`config.mk`:
```
export PLATFORM = sky130hd
export DESIGN_NAME = consumatore_media
export DESIGN_NICKNAME = d
export VERILOG_FILES = /design/src/rtl/consumatore_media_pkg.sv /design/src/rtl/accumulatore_media.sv /design/src/rtl/consumatore_media.sv
export SDC_FILE = /design/constraint.sdc
export NUM_CORES = 1
export LEC_CHECK = 0
export BUFFER_PORTS_ARGS = -buffer_cell sky130_fd_sc_hd__buf_2
export CORE_UTILIZATION = 55
export CTS_CLUSTER_DIAMETER = 100
export DETAILED_ROUTE_END_ITERATION = 12
export PLACE_DENSITY = 0.89
export SYNTH_ARGS = -nofsm -noshare
export SYNTH_HDL_FRONTEND = slang
export SYNTH_SLANG_ARGS = --single-unit
```
`constraint.sdc`:
```
create_clock -name clock -period 3.3 [get_ports clock]
set_clock_uncertainty 0.1 [all_clocks]
set_input_delay 0.495 -clock clock [delete_from_list [all_inputs] [get_ports clock]]
set_output_delay 0.495 -clock clock [all_outputs]
set_load 0.02 [all_outputs]
```
`src/rtl/consumatore_media_pkg.sv`:
```
// Shared definitions for the consumatore_media handshake consumer:
// FSM encoding, default group size and sample width.
package consumatore_media_pkg;

    localparam int SAMPLE_W      = 8;
    localparam int LOG_N_DEFAULT = 2;

    typedef enum logic {
        ATTESA   = 1'b0,
        CONFERMA = 1'b1
    } stato_t;

endpackage

```
`src/rtl/accumulatore_media.sv`:
```
// Accumulates captured samples in groups of 2^LOG_N and publishes the floor
// of each group's mean together with a one-cycle update strobe.
module accumulatore_media
    import consumatore_media_pkg::*;
#(
    parameter int LOG_N = LOG_N_DEFAULT
) (
    input  logic                clock,
    input  logic                reset_,
    input  logic                cattura,
    input  logic [SAMPLE_W-1:0] x,
    output logic [SAMPLE_W-1:0] media,
    output logic                nuovo
);

    localparam int SUM_W = SAMPLE_W + LOG_N;
    localparam logic [LOG_N-1:0] ULTIMO = {LOG_N{1'b1}};
    localparam logic [LOG_N-1:0] UNO    = LOG_N'(32'd1);

    logic [SUM_W-1:0]    somma_r;
    logic [LOG_N-1:0]    conta_r;
    logic [SAMPLE_W-1:0] media_r;
    logic                nuovo_r;
    logic [SUM_W-1:0]    somma_next_s;

    // Sum including the sample being captured; wide enough that it never wraps.
    always_comb begin
        somma_next_s = somma_r + {{LOG_N{1'b0}}, x};
    end

    // Sum/count registers, published mean and update strobe.
    always_ff @(posedge clock or negedge reset_) begin
        if (!reset_) begin
            somma_r <= '0;
            conta_r <= '0;
            media_r <= '0;
            nuovo_r <= 1'b0;
        end else if (cattura) begin
            if (conta_r == ULTIMO) begin
                media_r <= somma_next_s[SUM_W-1:LOG_N];
                somma_r <= '0;
                conta_r <= '0;
                nuovo_r <= 1'b1;
            end else begin
                somma_r <= somma_next_s;
                conta_r <= conta_r + UNO;
                nuovo_r <= 1'b0;
            end
        end else begin
            nuovo_r <= 1'b0;
        end
    end

    assign media = media_r;
    assign nuovo = nuovo_r;

endmodule

```
`src/rtl/consumatore_media.sv`:
```
// Acknowledging side of the dav_/rfd byte handshake: one capture per dav_ low
// phase, feeding the group-mean accumulator.
module consumatore_media
    import consumatore_media_pkg::*;
#(
    parameter int LOG_N = LOG_N_DEFAULT
) (
    input  logic                clock,
    input  logic                reset_,
    input  logic                dav_,
    input  logic [SAMPLE_W-1:0] x,
    output logic                rfd,
    output logic [SAMPLE_W-1:0] media,
    output logic                nuovo
);

    stato_t stato_r;
    stato_t stato_next_s;
    logic   rfd_r;
    logic   cattura_s;

    // Next-state logic; a capture happens only on leaving ATTESA.
    always_comb begin
        stato_next_s = stato_r;
        cattura_s    = 1'b0;
        case (stato_r)
            ATTESA: begin
                if (!dav_) begin
                    stato_next_s = CONFERMA;
                    cattura_s    = 1'b1;
                end else begin
                    stato_next_s = ATTESA;
                end
            end
            CONFERMA: begin
                if (dav_) begin
                    stato_next_s = ATTESA;
                end else begin
                    stato_next_s = CONFERMA;
                end
            end
            default: begin
                stato_next_s = ATTESA;
            end
        endcase
    end

    // State register and registered acknowledge.
    always_ff @(posedge clock or negedge reset_) begin
        if (!reset_) begin
            stato_r <= ATTESA;
            rfd_r   <= 1'b0;
        end else begin
            stato_r <= stato_next_s;
            rfd_r   <= (stato_next_s == CONFERMA);
        end
    end

    assign rfd = rfd_r;

    accumulatore_media #(
        .LOG_N (LOG_N)
    ) u_accumulatore (
        .clock   (clock),
        .reset_  (reset_),
        .cattura (cattura_s),
        .x       (x),
        .media   (media),
        .nuovo   (nuovo)
    );

endmodule
```
## After elaboration in Yosys (flattened, before gate mapping)

Index checks and enable logic that the tools add are counted.

- Reductions and logical operators: 1
- Mux-type cells: 6
- Equal/unequal tests: 1
- $add $sub $neg: 2

Operators with widths:

| cell | count |
|---|---|
| 10-bit by 8-bit adder with 10-bit output | 1 |
| 10-bit two-way mux | 1 |
| 1-bit two-way mux | 4 |
| 2-bit by 1-bit adder with 2-bit output (second input constant) | 1 |
| 2-bit == test (second input constant) | 1 |
| 2-bit two-way mux | 1 |
| 2-bit AND reduction | 1 |

- Word-level logic and storage cells: 15
- Bits in registers: 22
- Input bits: 11
- Output and inout port bits: 10

## Depth between registers and ports, before layout

- Word-level depth: 3
- Depth in mapped cells: 8
- Depth with buffers taken out: 8

## Cells and area by module

From an unflattened synthesis, not the netlist that was laid out.

- Cell total of the unflattened synthesis: 125
- Area, all modules: 1237.4 sq um

By module, submodules not included:

| module | cells an instance | area an instance (sq um) | times used | sequential area each (sq um) |
|---|---|---|---|---|
| accumulatore_media | 122 | 1204.9 | 1 | 525.5 |
| consumatore_media | 3 | 32.5 | 1 | 25.0 |

## Least setup slack after synthesis

No wires, ideal clock.

- Kind: input -> register
- Start point: input port x[0]
- End point: register u_accumulatore.somma_r[6]
- Library setup time: 0.122 ns
- Data required time: 3.078 ns
- Path slack: 1.190 ns
- Data arrival time: 1.888 ns
- Cell stages on the path: 8
- Buffers on the path: 0
- Cell sequence: ha_1 > inv_1 > fa_1 > nor2b_4 > o211ai_2 > a21boi_0 > o21ai_0 > a32o_1

- Cells in the longest elaborated chain, start to end: 2

Ends and longest elaborated chain:

| item | RTL line | source |
|---|---|---|
| start: declaration | consumatore_media.sv:11 | `input logic [SAMPLE_W-1:0] x,` |
| 10-bit by 8-bit adder with 10-bit output | accumulatore_media.sv:28 | `somma_next_s = somma_r + {{LOG_N{1'b0}}, x};` |
| 10-bit two-way mux | accumulatore_media.sv:39 | `if (conta_r == ULTIMO) begin` |
| end signal: assignment | accumulatore_media.sv:45 | `somma_r <= somma_next_s;` |
| end: declaration | accumulatore_media.sv:20 | `logic [SUM_W-1:0] somma_r;` |

Every way passes these cells.
A chain may end at the register's enable or synchronous reset.

## Worst setup path after layout

- Start point: register u_accumulatore.somma_r[0]
- End point: register u_accumulatore.somma_r[8]

- Cells in the longest elaborated chain, start to end: 2

Ends and longest elaborated chain:

| item | RTL line |
|---|---|
| 10-bit by 8-bit adder with 10-bit output | accumulatore_media.sv:28 |
| 10-bit two-way mux | accumulatore_media.sv:39 |

Every way passes these cells.

==> results.md <==
* Leading area contributor after synthesis: sky130_fd_sc_hd__dfrtp_1
* Total routing usage reported by global routing at ~25%
* Maximum number of pins on one net before global-route repair at 23
* Hold slack at 0.00658 ns
* Total Nets Final at 163
* Transition at the pin with the smallest max-transition slack at 0.483 ns
* Maximum frequency from static timing analysis at between 400 and 500 MHz
* Power density normalized to cell area at 896 nW/um2
* Clock slew at the register clock pins of the worst setup and hold paths at 0.13 ns
* Antenna diodes at 0
* Post-Synthesis Net Count at 140
* Depth of the most critical reg-to-reg path at 8
* Count of vias placed by the detailed router at 1022
* Initial Utilization at 60.2%
* Routed wirelength normalized by instance count at around 16 um
* Number of buffers created by CTS at 3
* Port buffer count at 20
* Sum of negative setup slack at 0 ns
* DRT antenna net count at 0
* Status: completed
* Number of failing setup endpoints in the final timing report at 0
* Ys async rst share at between 90% and 100%
* Cell variety after synth at 38
* Warning count from the yosys run at 0
* Number of buffers inserted by hold repair at cts at 0
* Area contributors post-synth: sky130_fd_sc_hd__dfrtp_1, sky130_fd_sc_hd__ha_1, sky130_fd_sc_hd__nand2_1, sky130_fd_sc_hd__o21ai_0, sky130_fd_sc_hd__xor2_1
* Sequential element share of the synthesized area at 45.2%
* CP arrival at 2.30 ns
* DRT Pass-1 Iters at 4
* Syn Inst Count at 119
* Routed via count divided by cell count at 6.08
* Depth of the CTS H-tree at 1
* Initial antenna violation count at 0
* Maximum number of buffers from clock root to sink at 2
* Clock tree from TritonCTS: built
* Worst-skew pair later-pin latency at around 0.32 ns
* Final count of pins violating max slew at 0
* Average instance area after synthesis at approximately 10 um2
* Top cell type's share of synthesized area at approximately 45%
* Die area at 2410 um2
* Layout Area Growth over Synthesis at 13.4%
* Number of buffers inserted by post-CTS setup repair at 0
* Critical Path Sink Type: flop
* Filler cells at around 160
* Hold Crit Class: input pin to async pin
* Library cell with the highest instance count after synthesis: sky130_fd_sc_hd__dfrtp_1
* Worst setup path class: flop to flop
* Share of the clock period used by the worst path after layout at 65.3%
* RSZ-0062 raised after global routing: no
* R2R Path Start: u_accumulatore.somma_r[0]
* Type of element launching the critical path: flop
* Vert. Die Dim at 49.0 um
* Max Cap Violations at 0
* Syn Std Cell Area at 1220 um2
* Hold violation total from the final report at 0
* Tightest slew margin relative to the limit at 67.8%
* Number of clock sinks at 22
* GRT overflow at 0
* FF-to-FF End: u_accumulatore.somma_r[8]
* Max FO, Critical Path at 4
* Post-route minimum period at 2.15 ns
* RD Place Congestion at 0.926
* Die Span X at 49.0 um
* Area of the core region at slightly above 2000 um2
* HPWL reported at the end of detailed placement at 1870 um
* Maximum resistive drop on vdd at around 0.00051 V
* Reported leakage power at 0.692 nW
* Most frequent cells after synthesis: sky130_fd_sc_hd__dfrtp_1, sky130_fd_sc_hd__nand2_1, sky130_fd_sc_hd__o21ai_0
* Number of global-route vias before repair at 1016
* Predominant post-synthesis flop cell: sky130_fd_sc_hd__dfrtp_1
* Ports placed on the boundary at 21
* DRC violation total after the first TritonRoute iteration at 36
* Required time of the critical path at between 3 and 4 ns
* Ratio of cells with drive above 1 in the final layout at between 20 and 25%
* Floorplan row count at 16
* Register bit total from synthesis at 22
* DRC violation count after routing at 0
* Number of synthesized flops with an enable pin at 0
* Total wire length after detailed routing at 2630 um
* Number of cells upsized or downsized after cts at 0
* Global-route wire length before repair at 4550 um
* CTS Root Buffer Type: sky130_fd_sc_hd__clkbuf_4
* Internal reg-to-reg setup slack at 1.15 ns
metal layers:
metal | routed length, um | up-vias | share of wire (%) | track usage (%)
li1 | - | 471 | - | -
met1 | 1090 | 498 | 41 | 30.6
met2 | 1300 | 45 | 49 | 40.7
met3 | 178 | 8 | 6.8 | 5.30
met4 | 72 | 0 | 2.7 | 17.6
met5 | 0 | - | 0 | 0
final cells by class:
type,instances,area [um2],share of cell area (%)
clock buffers,4,36.3,2.63
multi-input cells,88,633,45.9
flip-flops and latches,22,551,39.9
inverters,7,26.3,1.90
repair buffers,20,100,7.25
well taps,27,33.8,2.45
worst max-delay path by stage:
stage,from,end,slack (ns)
2_1_floorplan,x[0],u_accumulatore.somma_r[6],1.19
3_3_place_gp,x[0],u_accumulatore.somma_r[6],1.03
3_5_place_dp,x[0],u_accumulatore.somma_r[6],0.96
4_1_cts,u_accumulatore.somma_r[0],u_accumulatore.somma_r[6],1.18
5_1_grt,u_accumulatore.somma_r[0],u_accumulatore.somma_r[6],1.01
6_report,u_accumulatore.somma_r[0],u_accumulatore.somma_r[8],1.15
cell usage in the layout (no fill, tap or decap), types with 2 or more instances in the layout:
cell type / netlist / routed
sky130_fd_sc_hd__a21oi_1: 4 / 4
sky130_fd_sc_hd__a31oi_1: 3 / 3
sky130_fd_sc_hd__buf_2: 0 / 20
sky130_fd_sc_hd__clkbuf_4: 0 / 3
sky130_fd_sc_hd__dfrtp_1: 22 / 22
sky130_fd_sc_hd__ha_1: 9 / 9
sky130_fd_sc_hd__inv_1: 7 / 7
sky130_fd_sc_hd__nand2_1: 19 / 19
sky130_fd_sc_hd__nand3_1: 3 / 3
sky130_fd_sc_hd__nand3b_1: 2 / 2
sky130_fd_sc_hd__nor2_1: 2 / 2
sky130_fd_sc_hd__o211ai_1: 2 / 2
sky130_fd_sc_hd__o21ai_0: 11 / 11
sky130_fd_sc_hd__or3_1: 4 / 4
sky130_fd_sc_hd__xnor2_1: 2 / 2
sky130_fd_sc_hd__xor2_1: 4 / 4
worst max-delay path, stage by stage, from the launching register on:
cell                       delay [ns]
sky130_fd_sc_hd__dfrtp_1         0.37
sky130_fd_sc_hd__ha_1            0.20
sky130_fd_sc_hd__inv_1           0.07
sky130_fd_sc_hd__fa_1            0.45
sky130_fd_sc_hd__nor2b_4         0.15
sky130_fd_sc_hd__o211ai_2        0.09
sky130_fd_sc_hd__a31oi_1         0.34
sky130_fd_sc_hd__o22ai_1         0.15
sky130_fd_sc_hd__a31oi_1         0.15
through the flow:
stage	cell area (um2)	setup slack [ns]	instances	util, %	power (W)
finish	1380	1.15	168	68.3	0.00124
global route	1380	1.01	168	68.3	0.00132
CTS	1380	1.18	168	68.3	0.00123
detailed placement	1340	0.957	164	66.5	0.00107
global placement	1340	1.03	164	66.5	0.00103
floorplan	1220	1.19	119	-	0.000911
kinds of logic after synthesis:
kind of cell             Yosys count  share of synthesized area, %
XOR/XNOR                           6                          4.32
AO/OA/AOI/OAI                     33                          19.3
buffers and inverters              9                          2.78
AND/OR/NAND/NOR                   38                          16.2
flip-flops                        22                          45.2
multiplexers                       1                          1.23
adder cells (fa/ha/maj)           10                          10.9
report_power, final:
part           switching, W  internal, W
logic              0.000366     0.000269
clock network     0.0000889    0.0000676
registers         0.0000670     0.000378
flip-flops by register name, summed over array words and instances (netlist names):
register and flops:
rfd 1, u_accumulatore.conta_r 2, u_accumulatore.media 8, u_accumulatore.nuovo 1, u_accumulatore.somma_r 10
Power figures use the tool's default switching activity.
